[src/rtl/div_sequencer.sv]
// div_sequencer: iterative radix-2 shift-subtract divide sequencer for EX.
// Runs DIV/DIVU/REM/REMU on one shared divider, stalls the pipeline while
// busy, and keeps the last completed operand pair so a DIV/REM pair on the
// same operands finishes with zero added latency.
//
// Ports:
//   clk_i     core clock
//   rst_ni    asynchronous active-low reset
//   flush_i   kill the EX instruction; aborts any operation in flight
//   start_i   EX holds a divide instruction
//   op_i      00 DIV, 01 DIVU, 10 REM, 11 REMU
//   a_i, b_i  dividend / divisor
//   stall_o   hold the pipeline
//   valid_o   result_o valid this cycle
//   result_o  quotient or remainder
//   busy_o    FSM not in IDLE
//
// state | meaning
// IDLE  | waiting; serves cache hits combinationally
// RUN   | one shift-subtract step per cycle, XLEN steps
// FIX   | apply signs, fill the cache
// DONE  | present result for one cycle
module div_sequencer #(
  parameter int XLEN = 32
) (
  input  logic            clk_i,
  input  logic            rst_ni,
  input  logic            flush_i,
  input  logic            start_i,
  input  logic [1:0]      op_i,
  input  logic [XLEN-1:0] a_i,
  input  logic [XLEN-1:0] b_i,
  output logic            stall_o,
  output logic            valid_o,
  output logic [XLEN-1:0] result_o,
  output logic            busy_o
);

  localparam int CW = $clog2(XLEN + 1);
  localparam logic [XLEN-1:0] MIN_NEG = {1'b1, {(XLEN-1){1'b0}}};

  typedef enum logic [1:0] {S_IDLE, S_RUN, S_FIX, S_DONE} state_t;

  state_t          state;
  logic [CW-1:0]   cnt;
  logic [XLEN-1:0] div_b, rem, quot, res_q, res_r, opa, opb;
  logic            op_uns, q_neg, r_neg, special;

  logic            cache_vld, cache_uns;
  logic [XLEN-1:0] cache_a, cache_b, cache_q, cache_r;

  logic            is_signed, a_neg, b_neg, div_zero, ovf, cache_hit;
  logic            hit_valid, done_valid;
  logic [XLEN-1:0] abs_a, abs_b, q_fix, r_fix;
  logic [XLEN:0]   shifted, trial;

  always_comb begin
    is_signed = !op_i[0];
    a_neg     = is_signed && a_i[XLEN-1];
    b_neg     = is_signed && b_i[XLEN-1];
    abs_a     = a_neg ? -a_i : a_i;
    abs_b     = b_neg ? -b_i : b_i;
    div_zero  = (b_i == '0);
    ovf       = is_signed && (a_i == MIN_NEG) && (b_i == '1);
    cache_hit = cache_vld && (a_i == cache_a) && (b_i == cache_b) &&
                (op_i[0] == cache_uns);
    // rem < divisor always holds, so the shifted value fits in XLEN+1 bits
    shifted   = {rem, quot[XLEN-1]};
    trial     = shifted - {1'b0, div_b};
    q_fix     = q_neg ? -quot : quot;
    r_fix     = r_neg ? -rem : rem;
  end

  always_comb begin
    hit_valid  = (state == S_IDLE) && start_i && cache_hit && !flush_i;
    done_valid = (state == S_DONE) && start_i && !flush_i;
    valid_o    = hit_valid || done_valid;
    result_o   = '0;
    if (hit_valid)
      result_o = op_i[1] ? cache_r : cache_q;
    else if (done_valid)
      result_o = op_i[1] ? res_r : res_q;
    stall_o    = start_i && !valid_o && !flush_i;
    busy_o     = (state != S_IDLE);
  end

  always_ff @(posedge clk_i or negedge rst_ni) begin
    if (!rst_ni) begin
      state     <= S_IDLE;
      cnt       <= '0;
      div_b     <= '0;
      rem       <= '0;
      quot      <= '0;
      res_q     <= '0;
      res_r     <= '0;
      opa       <= '0;
      opb       <= '0;
      op_uns    <= 1'b0;
      q_neg     <= 1'b0;
      r_neg     <= 1'b0;
      special   <= 1'b0;
      cache_vld <= 1'b0;
      cache_uns <= 1'b0;
      cache_a   <= '0;
      cache_b   <= '0;
      cache_q   <= '0;
      cache_r   <= '0;
    end else if (flush_i) begin
      state <= S_IDLE;
      cnt   <= '0;
    end else begin
      case (state)
        S_IDLE: begin
          if (start_i && !cache_hit) begin
            opa    <= a_i;
            opb    <= b_i;
            op_uns <= op_i[0];
            if (div_zero || ovf) begin
              special <= 1'b1;
              res_q   <= div_zero ? '1 : a_i;
              res_r   <= div_zero ? a_i : '0;
              state   <= S_DONE;
            end else begin
              special <= 1'b0;
              quot    <= abs_a;
              div_b   <= abs_b;
              rem     <= '0;
              q_neg   <= a_neg ^ b_neg;
              r_neg   <= a_neg;
              cnt     <= CW'(XLEN);
              state   <= S_RUN;
            end
          end
        end
        S_RUN: begin
          rem  <= trial[XLEN] ? shifted[XLEN-1:0] : trial[XLEN-1:0];
          quot <= {quot[XLEN-2:0], ~trial[XLEN]};
          cnt  <= cnt - CW'(1);
          if (cnt == CW'(1))
            state <= S_FIX;
        end
        S_FIX: begin
          res_q     <= q_fix;
          res_r     <= r_fix;
          cache_a   <= opa;
          cache_b   <= opb;
          cache_uns <= op_uns;
          cache_q   <= q_fix;
          cache_r   <= r_fix;
          cache_vld <= 1'b1;
          state     <= S_DONE;
        end
        S_DONE: begin
          if (special) begin
            cache_a   <= opa;
            cache_b   <= opb;
            cache_uns <= op_uns;
            cache_q   <= res_q;
            cache_r   <= res_r;
            cache_vld <= 1'b1;
          end
          state <= S_IDLE;
        end
        default: state <= S_IDLE;
      endcase
    end
  end

endmodule

[config.mk]
export PLATFORM = sky130hd
export DESIGN_NAME = div_sequencer
export DESIGN_NICKNAME = d
export VERILOG_FILES = /design/src/rtl/div_sequencer.sv
export SDC_FILE = /design/constraint.sdc
export NUM_CORES = 1
export LEC_CHECK = 0
export BUFFER_PORTS_ARGS = -buffer_cell sky130_fd_sc_hd__buf_2
export CAP_MARGIN = 30
export CORE_MARGIN = 3
export CORE_UTILIZATION = 50
export DETAILED_ROUTE_END_ITERATION = 10
export PLACE_DENSITY = 0.77
export SLEW_MARGIN = 25
export SYNTH_ARGS = -nofsm -noshare
export SYNTH_HDL_FRONTEND = slang
export SYNTH_SLANG_ARGS = --single-unit
[constraint.sdc]
create_clock -name clk_i -period 3.8 [get_ports clk_i]
set_clock_uncertainty 0.15 [all_clocks]
set_input_delay 0.38 -clock clk_i [delete_from_list [all_inputs] [get_ports clk_i]]
set_output_delay 0.38 -clock clk_i [all_outputs]
set_load 0.1 [all_outputs]
== After elaboration in Yosys (flattened, before gate mapping) ==
Cells that the tools add are included.

* Register bits after elaboration: 366
* Input port bits: 70
* Output and inout bits: 35
* Logic and storage cells: 125

* Add/sub/neg operators: 6
* Equal/unequal tests: 16
* Mux-type cells: 45
* Bitwise gates (word level): 4
* Reductions and logical operators: 35

{| class="wikitable"
|+ Operators by type and width
! kind !! count
|-
| $mux 32 || 23
|-
| $pmux 32 s2 || 8
|-
| $neg 32->32 || 4
|-
| $eq 32x32->1 || 2
|-
| $eq 32x32->1 const B || 2
|-
| $sub 33x32->33 || 1
|-
| $logic_not 32->1 || 1
|-
| $mux 6 || 3
|-
| $logic_and 1x1->1 || 15
|-
| $pmux 6 s2 || 1
|-
| $reduce_and 4->1 || 3
|-
| $reduce_and 3->1 || 3
|-
| $mux 2 || 4
|-
| $pmux 2 s4 || 1
|-
| $reduce_bool 2->1 || 4
|-
| $eq 6x1->1 const B || 1
|-
| $ne 3x3->1 const B || 2
|-
| $sub 6x1->6 const B || 1
|-
| $eq 2x2->1 const B || 2
|-
| $logic_not 1->1 || 4
|-
| $ne 2x1->1 const B || 2
|-
| $ne 2x2->1 const B || 2
|-
| $pmux 1 s2 || 2
|-
| $mux 1 || 3
|-
| other kinds (9) || 12
|}

== Longest topological paths before layout ==
Gate-level depths: netlist of run 1.

* Word-level depth: 10
* Gate-level depth with buffers: 14

== Least setup slack after synthesis of run 1 ==
No wires, ideal clock.

* Kind: input to output
* Start: input port a_i[6]
* End: output port result_o[24]
* Arrival: 4091 ps
* Data required time: 3270 ps
* Setup slack: -821 ps
* Stages on the path: 10
* Cells stage by stage: clkbuf_1 nor2b_1 a2111o_1 nor4_1 nand4_1 nor2_1 nand3_1 clkbuf_1 clkbuf_1 o21ai_0

* Word-level cells in the longest chain between the ends: 7

{| class="wikitable"
|+ Ends and longest elaborated chain
! element !! line !! text
|-
| start, declared || 31 || <nowiki>input logic [XLEN-1:0] a_i,</nowiki>
|-
| $eq 32x32->1 || 65 || <nowiki>cache_hit = cache_vld && (a_i == cache_a) && (b_i == cache_b) &&</nowiki>
|-
| $logic_and 1x1->1 (3 in series) || 65 ||
|-
| $logic_and 1x1->1 (2 in series) || 75 || <nowiki>hit_valid = (state == S_IDLE) && start_i && cache_hit && !flush_i;</nowiki>
|-
| $mux 32 || 79 || <nowiki>if (hit_valid)</nowiki>
|-
| end, declared || 35 || <nowiki>output logic [XLEN-1:0] result_o,</nowiki>
|}

Every way passes these cells.

== Worst setup path after layout of run 1 ==
* Start: register cache_b[0]
* End: output port result_o[17]

* Word-level cells in the longest chain between the ends: 6

{| class="wikitable"
|+ Ends and longest elaborated chain
! element !! line !! text
|-
| start, declared || 50 || <nowiki>logic [XLEN-1:0] cache_a, cache_b, cache_q, cache_r;</nowiki>
|-
| start signal, assigned || 146 || <nowiki>cache_b <= opb;</nowiki>
|-
| start signal, assigned || 156 || <nowiki>cache_b <= opb;</nowiki>
|-
| $eq 32x32->1 || 65 ||
|-
| $logic_and 1x1->1 (2 in series) || 65 ||
|-
| $logic_and 1x1->1 (2 in series) || 75 ||
|-
| $mux 32 || 79 ||
|}

Every way passes these cells.

==> flow_metrics.env, run 1 <==
export IMPL_seq_power_share_pct=36.4
export IMPL_drive_gt1_share_pct=16.7
export IMPL_post_route_period_util_pct=100
export IMPL_critPathRequiredTime_ns=3.27
export IMPL_drcViolationCount=0
export IMPL_vias=19100
export IMPL_grt_pass1_vias=18500
export IMPL_fp_dieH_um=216
export IMPL_die_area_sq_um=46500
export IMPL_setup_viol=1
export IMPL_fin_area_sq_um=25500
export IMPL_arrival_ns=3.27
export IMPL_crit_path_max_fanout=66
export IMPL_wl_um=66200
export IMPL_grt_max_degree=123
export IMPL_period_needed_ns=3.80
export IMPL_synth_edff_count=0
export IMPL_hold_path_class="in2reg"
export IMPL_vdd_drop_max_uv=571
export IMPL_syn_instance_count=2471
export IMPL_drt_pass1_iter_count=6
export IMPL_fp_row_count=76
export IMPL_ys_warn_count=0
export IMPL_violations="setup timing"
export IMPL_crit_type="reg2out"
export IMPL_initial_core_util_pct=50.7
export IMPL_p_leak_nw=11.2
export IMPL_layout_setup_ws_ns=-0.00455
export IMPL_drt_iter0_markers=1987
export IMPL_worstMarginPinSlew_ns=0.951
export IMPL_ant_nets=0
export IMPL_switching_power_mw=7.72
export IMPL_synthToLayoutAreaGrowth_pct=16.4
export IMPL_synth_common_cells="dfrtp_1, nand2_1, nor2_1"
export IMPL_dpl_hpwl_um=48800
export IMPL_synth_most_common_cell="dfrtp_1"
export IMPL_wl_per_cell_um=20.9
export IMPL_overflow=0
export IMPL_netlist_area_leader_share_pct=41.7
export IMPL_cts_tree="done"
export IMPL_max_slew_margin_pct=36.6
export IMPL_fin_hold_ws_ns=0.0273
export IMPL_ff2ff_setup_slack_ns=0.15
export IMPL_hold_depth=2
export IMPL_fmax_ghz=0.263
export IMPL_power_density_nw_per_um2=744
export IMPL_placed_area_sq_um=23900
export IMPL_intPower_mw=11.3
export IMPL_clkLatencyLatePin_ns=0.57
export IMPL_sw_frac_of_total_pct=40.6
export IMPL_clk_pin_slew_ns=0.06
export IMPL_cts_sinks=366
export IMPL_syn_area_per_cell_sq_um=8.88
export IMPL_grt_first_pass_wirelength_um=104000
export IMPL_die_w_um=216
export IMPL_final_nets=2655
export IMPL_r2r_cells=13
export IMPL_port_buffers=104
export IMPL_synthTopCellsByArea="dfrtp_1, mux2_2, nand2_1"
export IMPL_yosysSeqAreaShare_pct=41.7
export IMPL_maxCapViolCount=0
export IMPL_endpoint_kind="output pin"
export IMPL_dpl_worst_slack_ns=-0.0499
export IMPL_routed_via_density=6.05
export IMPL_h_tree_depth=2
export IMPL_cts_max_path_buffers=3
export IMPL_synth_top_area_cell="dfrtp_1"
export IMPL_drv_slew=0
export IMPL_synthArstFlopShare_pct=100
export IMPL_rsz0062_at_grt="yes"
export IMPL_pwr_share_comb_pct=40.9
export IMPL_track_usage_pct=28.2
export IMPL_routabilityCongestion=0.951
export IMPL_antenna_found_initial=4
export IMPL_ioPinCount=105
export IMPL_final_hold_violation_count=0
export IMPL_ys_ff_latch=366
export IMPL_yosys_cell_types_count=79
export IMPL_syn_nets=2585
export IMPL_start_kind="flop"
export IMPL_ys_flop_type="dfrtp_1"
export IMPL_clockRootBuffer="clkbuf_16"
export IMPL_netlist_area_sq_um=22000
export IMPL_outcome="complete, but fails checks"
export IMPL_cts_buffers=42
export IMPL_clockPowerShare_pct=22.7
export IMPL_coreArea_sq_um=43300
[cells by family (layout without fill, tap and decap cells)]
kind of cell             count (synthesis)  count (layout)  share of synthesized area [%]
AND/OR/NAND/NOR                        724             724                           14.9
AO/OA/AOI/OAI                          654             654                           17.9
flip-flops                             366             366                           41.7
buffers and inverters                  285             388                           5.18
multiplexers                           211             211                           10.3
XOR/XNOR                               187             187                           7.46
adder cells (fa/ha/maj)                 44              44                           2.54
other                                    0               3                              0
[sequential cells by signal, summed over array words and instances (netlist names), 2 cells and up]
name,count
state,2
cache_b,32
div_b,32
cache_r,32
cnt,6
cache_q,32
opb,32
res_q,32
rem,32
opa,32
res_r,32
cache_a,32
quot,32
[cell type report]
type | instances | area [sq um]
fillers | 3622 | 17700
diodes | 3 | 7.51
repair buffers | 204 | 1960
flip-flops and latches | 366 | 9160
clock buffers | 62 | 1290
well taps | 585 | 732
multi-input cells | 1820 | 11800
clock inverters | 15 | 188
inverters | 107 | 402
[routing by layer]
layer | share of wire [%] | vias to the layer above | global-route usage (%) | routed length [um]
li1 | - | 8806 | - | -
met1 | 42 | 9294 | 38.9 | 27700
met2 | 44 | 868 | 42.5 | 29000
met3 | 10 | 147 | 7.08 | 6750
met4 | 4.1 | 2 | 11.9 | 2720
met5 | 0.020 | - | 0 | 13
[repair_timing]
action,4_1_cts,5_1_grt
pin swaps,1,4
resized for setup,15,16
hold endpoints to repair,42,0
hold buffers,6,0
buffers inserted,0,2
setup endpoints to repair,40,59
[path summary, 6_finish.rpt]
kind,startpoint,to
setup / recovery,cache_b[0]$_DFFE_PN0P_,result_o[17]
hold / removal,b_i[19],opb[19]$_DFFE_PN0P_
setup reg to reg,quot[31]$_DFFE_PN0P_,rem[26]$_DFFE_PN0P_
hold reg to reg,cache_vld$_DFFE_PN0P_,cache_vld$_DFFE_PN0P_
max in group asynchronous,rst_ni,cache_b[7]$_DFFE_PN0P_
min in group asynchronous,rst_ni,cache_q[4]$_DFFE_PN0P_
[power by group through the flow]
stage	registers (mW)	logic, mW	clock network [mW]
final	6.92	7.77	4.31
after floorplan	6.48	5.61	0
after global routing	7.10	8.54	4.49
after CTS	6.90	7.58	4.33
after global placement	6.81	7.26	0
after detailed placement	6.95	7.47	0
[cell usage in the layout (no fill, tap or decap), drive strengths merged, types with 24 or more instances in the layout]
master and instances:
dfrtp 366, nand2 273, o21ai 256, nor2 235, buf 198, a21oi 188
mux2 125, inv 107, xnor2 106, mux2i 86, xor2 81, clkbuf 62
o31ai 43, ha 43, nand3 30, nand4 28, a31oi 27, nor3 27
o311ai 27, nor2b 26, nor4 24
[metrics by stage]
| stage | instances | TNS (ns) | util, % | power, mW |
|---|---|---|---|---|
| 3_3_place_gp | 3073 | -0.205 | 55.2 | 14.1 |
| 4_1_cts | 3156 | 0 | 58.8 | 18.8 |
| 5_1_grt | 3162 | -1.58 | 59.0 | 20.1 |
| 2_1_floorplan | 2471 | -13.51 | - | 12.1 |
| 6_report | 3162 | -0.00455 | 59.0 | 19.0 |
| 3_5_place_dp | 3073 | -0.215 | 55.2 | 14.4 |
[worst max-delay path, stage by stage, from the launching register on]
cell and delay (ns):
dfrtp_1 0.39, nor2b_1 0.15, a2111o_1 0.45, nor4_4 0.41
nand4_1 0.21, nor2_2 0.18, nand3_2 0.10, buf_12 0.21
o21ai_0 0.22, buf_4 0.15, buf_12 0.16
No activity file was read; power rests on OpenSTA's default activity.
==> run 2, diff against run 1 <==
- SKIP_CTS_REPAIR_TIMING: not set -> 1
==> run 2 against run 1 <==
The run still ends with setup timing left. Hold slack got worse by 0.021 ns. Non-clock buffer count decreased by 5. First-iteration DRC count increased by 2.1%. Highest routed layer unchanged. Largest power group unchanged. Largest cell class unchanged.
==> flow_metrics.env, run 2 (synthesized netlist as in run 1, its figures left out) <==
export IMPL_outcome="complete, but fails checks"
export IMPL_violations="setup timing"
export IMPL_p_leak_nw=11.1
export IMPL_clkLatencyLatePin_ns=0.57
export IMPL_track_usage_pct=28.1
export IMPL_reg2reg_from="quot[31]$_DFFE_PN0P_"
export IMPL_crit_type="reg2out"
export IMPL_r2r_cells=13
export IMPL_cts_max_path_buffers=3
export IMPL_cpPeakStageDelay_ns=0.45
export IMPL_port_buffers=104
export IMPL_period_needed_ns=3.84
export IMPL_max_slew_margin_pct=36.5
export IMPL_worstMarginPinSlew_ns=0.953
export IMPL_routed_via_density=6.06
export IMPL_final_nets=2650
export IMPL_drt_iter0_markers=2028
export IMPL_placed_area_sq_um=23900
export IMPL_drcViolationCount=0
export IMPL_dpl_worst_slack_ns=-0.0499
export IMPL_layout_common_cells="dfrtp_1, nand2_1, nor2_1"
export IMPL_cts_buffers=42
export IMPL_power_density_nw_per_um2=745
export IMPL_drt_pass1_iter_count=5
export IMPL_critPathRequiredTime_ns=3.27
export IMPL_final_common_cell="dfrtp_1"
export IMPL_h_tree_depth=2
export IMPL_vias=19200
export IMPL_fin_area_sq_um=25500
export IMPL_arrival_ns=3.31
export IMPL_start_kind="flop"
export IMPL_r2r_end="rem[26]$_DFFE_PN0P_"
export IMPL_setup_tns_ns=-0.176
export IMPL_cp_num_buf_inv=3
export IMPL_crit_chain="nor2b_1, a2111o_1, nor4_4, nand4_1, nor2_2, nand3_2, buf_12, o21ai_0, buf_4, buf_12"
export IMPL_ant_nets=0
export IMPL_final_hold_violation_count=0
export IMPL_routabilityCongestion=0.951
export IMPL_fp_row_count=76
export IMPL_post_route_period_util_pct=101
export IMPL_cts_tree="done"
export IMPL_hold_depth=2
export IMPL_cts_sinks=366
export IMPL_clockRootBuffer="clkbuf_16"
export IMPL_initial_core_util_pct=50.7
export IMPL_setup_viol=8
export IMPL_critical_path_top_delay_family="simple AND/OR/NAND/NOR gates"
export IMPL_dpl_hpwl_um=48800
export IMPL_ioPinCount=105
export IMPL_endpoint_kind="output pin"
export IMPL_post_route_util_pct=58.9
export IMPL_maxCapViolCount=0
export IMPL_layout_setup_ws_ns=-0.0438
export IMPL_rsz0062_at_grt="yes"
export IMPL_drive_gt1_share_pct=16.7
export IMPL_fmax_ghz=0.260
export IMPL_hold_path_class="in2reg"
export IMPL_hp_start="b_i[9]"
export IMPL_crit_path_max_fanout=66
export IMPL_coreArea_sq_um=43300
export IMPL_ff2ff_setup_slack_ns=0.17
export IMPL_overflow=0
export IMPL_fp_dieH_um=216
export IMPL_crit_slowest_cell="a2111o_1"
export IMPL_die_w_um=216
export IMPL_vdd_drop_max_uv=568
export IMPL_wl_um=66100
export IMPL_grt_pass1_vias=18400
export IMPL_drv_slew=0
export IMPL_synthToLayoutAreaGrowth_pct=16.1
export IMPL_die_area_sq_um=46500
export IMPL_crit_top_cell="buf_12"
export IMPL_grt_max_degree=123
export IMPL_antenna_found_initial=5
export IMPL_wl_per_cell_um=20.9
export IMPL_clk_pin_slew_ns=0.06
export IMPL_whs_endpoint="opb[9]$_DFFE_PN0P_"
export IMPL_grt_first_pass_wirelength_um=104000
[run 2: final cells by class]
type	instances	area, sq um
Antenna cell	5	12.5
Clock buffer	62	1290
Clock inverter	15	188
Fill cell	3623	17800
Inverter	107	402
Multi-Input combinational cell	1820	11800
Sequential cell	366	9160
Tap cell	585	732
Timing Repair Buffer	199	1910
[run 2: worst register-to-register path: stages (launching register included)]
cell and delay (ns):
dfrtp_1 0.36, inv_1 0.10, ha_1 0.22, fa_1 0.38, nor2b_1 0.23, o31a_1 0.23
o21ai_1 0.20, a2111oi_4 0.38, buf_4 0.18, o211a_1 0.20, o221ai_4 0.13, and3_1 0.33
a22o_1 0.23, a31o_1 0.18
[run 2: where the power goes]
part,total (mW),internal (mW),switching [mW]
Clock,4.30,2.63,1.67
Combinational,7.77,3.04,4.72
Sequential,6.92,5.61,1.31
[run 2: per-layer routing]
| metal | global-route usage [%] | part of all wire [%] | vias to the layer above |
|---|---|---|---|
| met5 | 0 | 0.020 | - |
| met4 | 12.2 | 4.1 | 2 |
| met3 | 7.07 | 10 | 153 |
| met2 | 42.3 | 44 | 840 |
| met1 | 38.8 | 42 | 9351 |
| li1 | - | - | 8805 |
[run 2: worst max-delay path by stage]
stage | end | depth (start not counted) | start
final | result_o[17] | 10 | cache_b[0]$_DFFE_PN0P_
after global routing | result_o[15] | 9 | cache_b[0]$_DFFE_PN0P_
after CTS | result_o[9] | 9 | cache_b[0]$_DFFE_PN0P_
after detailed placement | result_o[9] | 11 | a_i[2]
after global placement | result_o[16] | 11 | a_i[2]
after floorplan | result_o[0] | 9 | a_i[6]
[run 2: stage by stage]
step,power [mW],hold WS (ns),instances
floorplan,12.1,-0.0656,2471
global placement,14.1,0.138,3073
detailed placement,14.4,0.142,3073
CTS,18.8,-0.456,3150
global route,20.1,0.0126,3158
finish,19.0,0.00664,3159
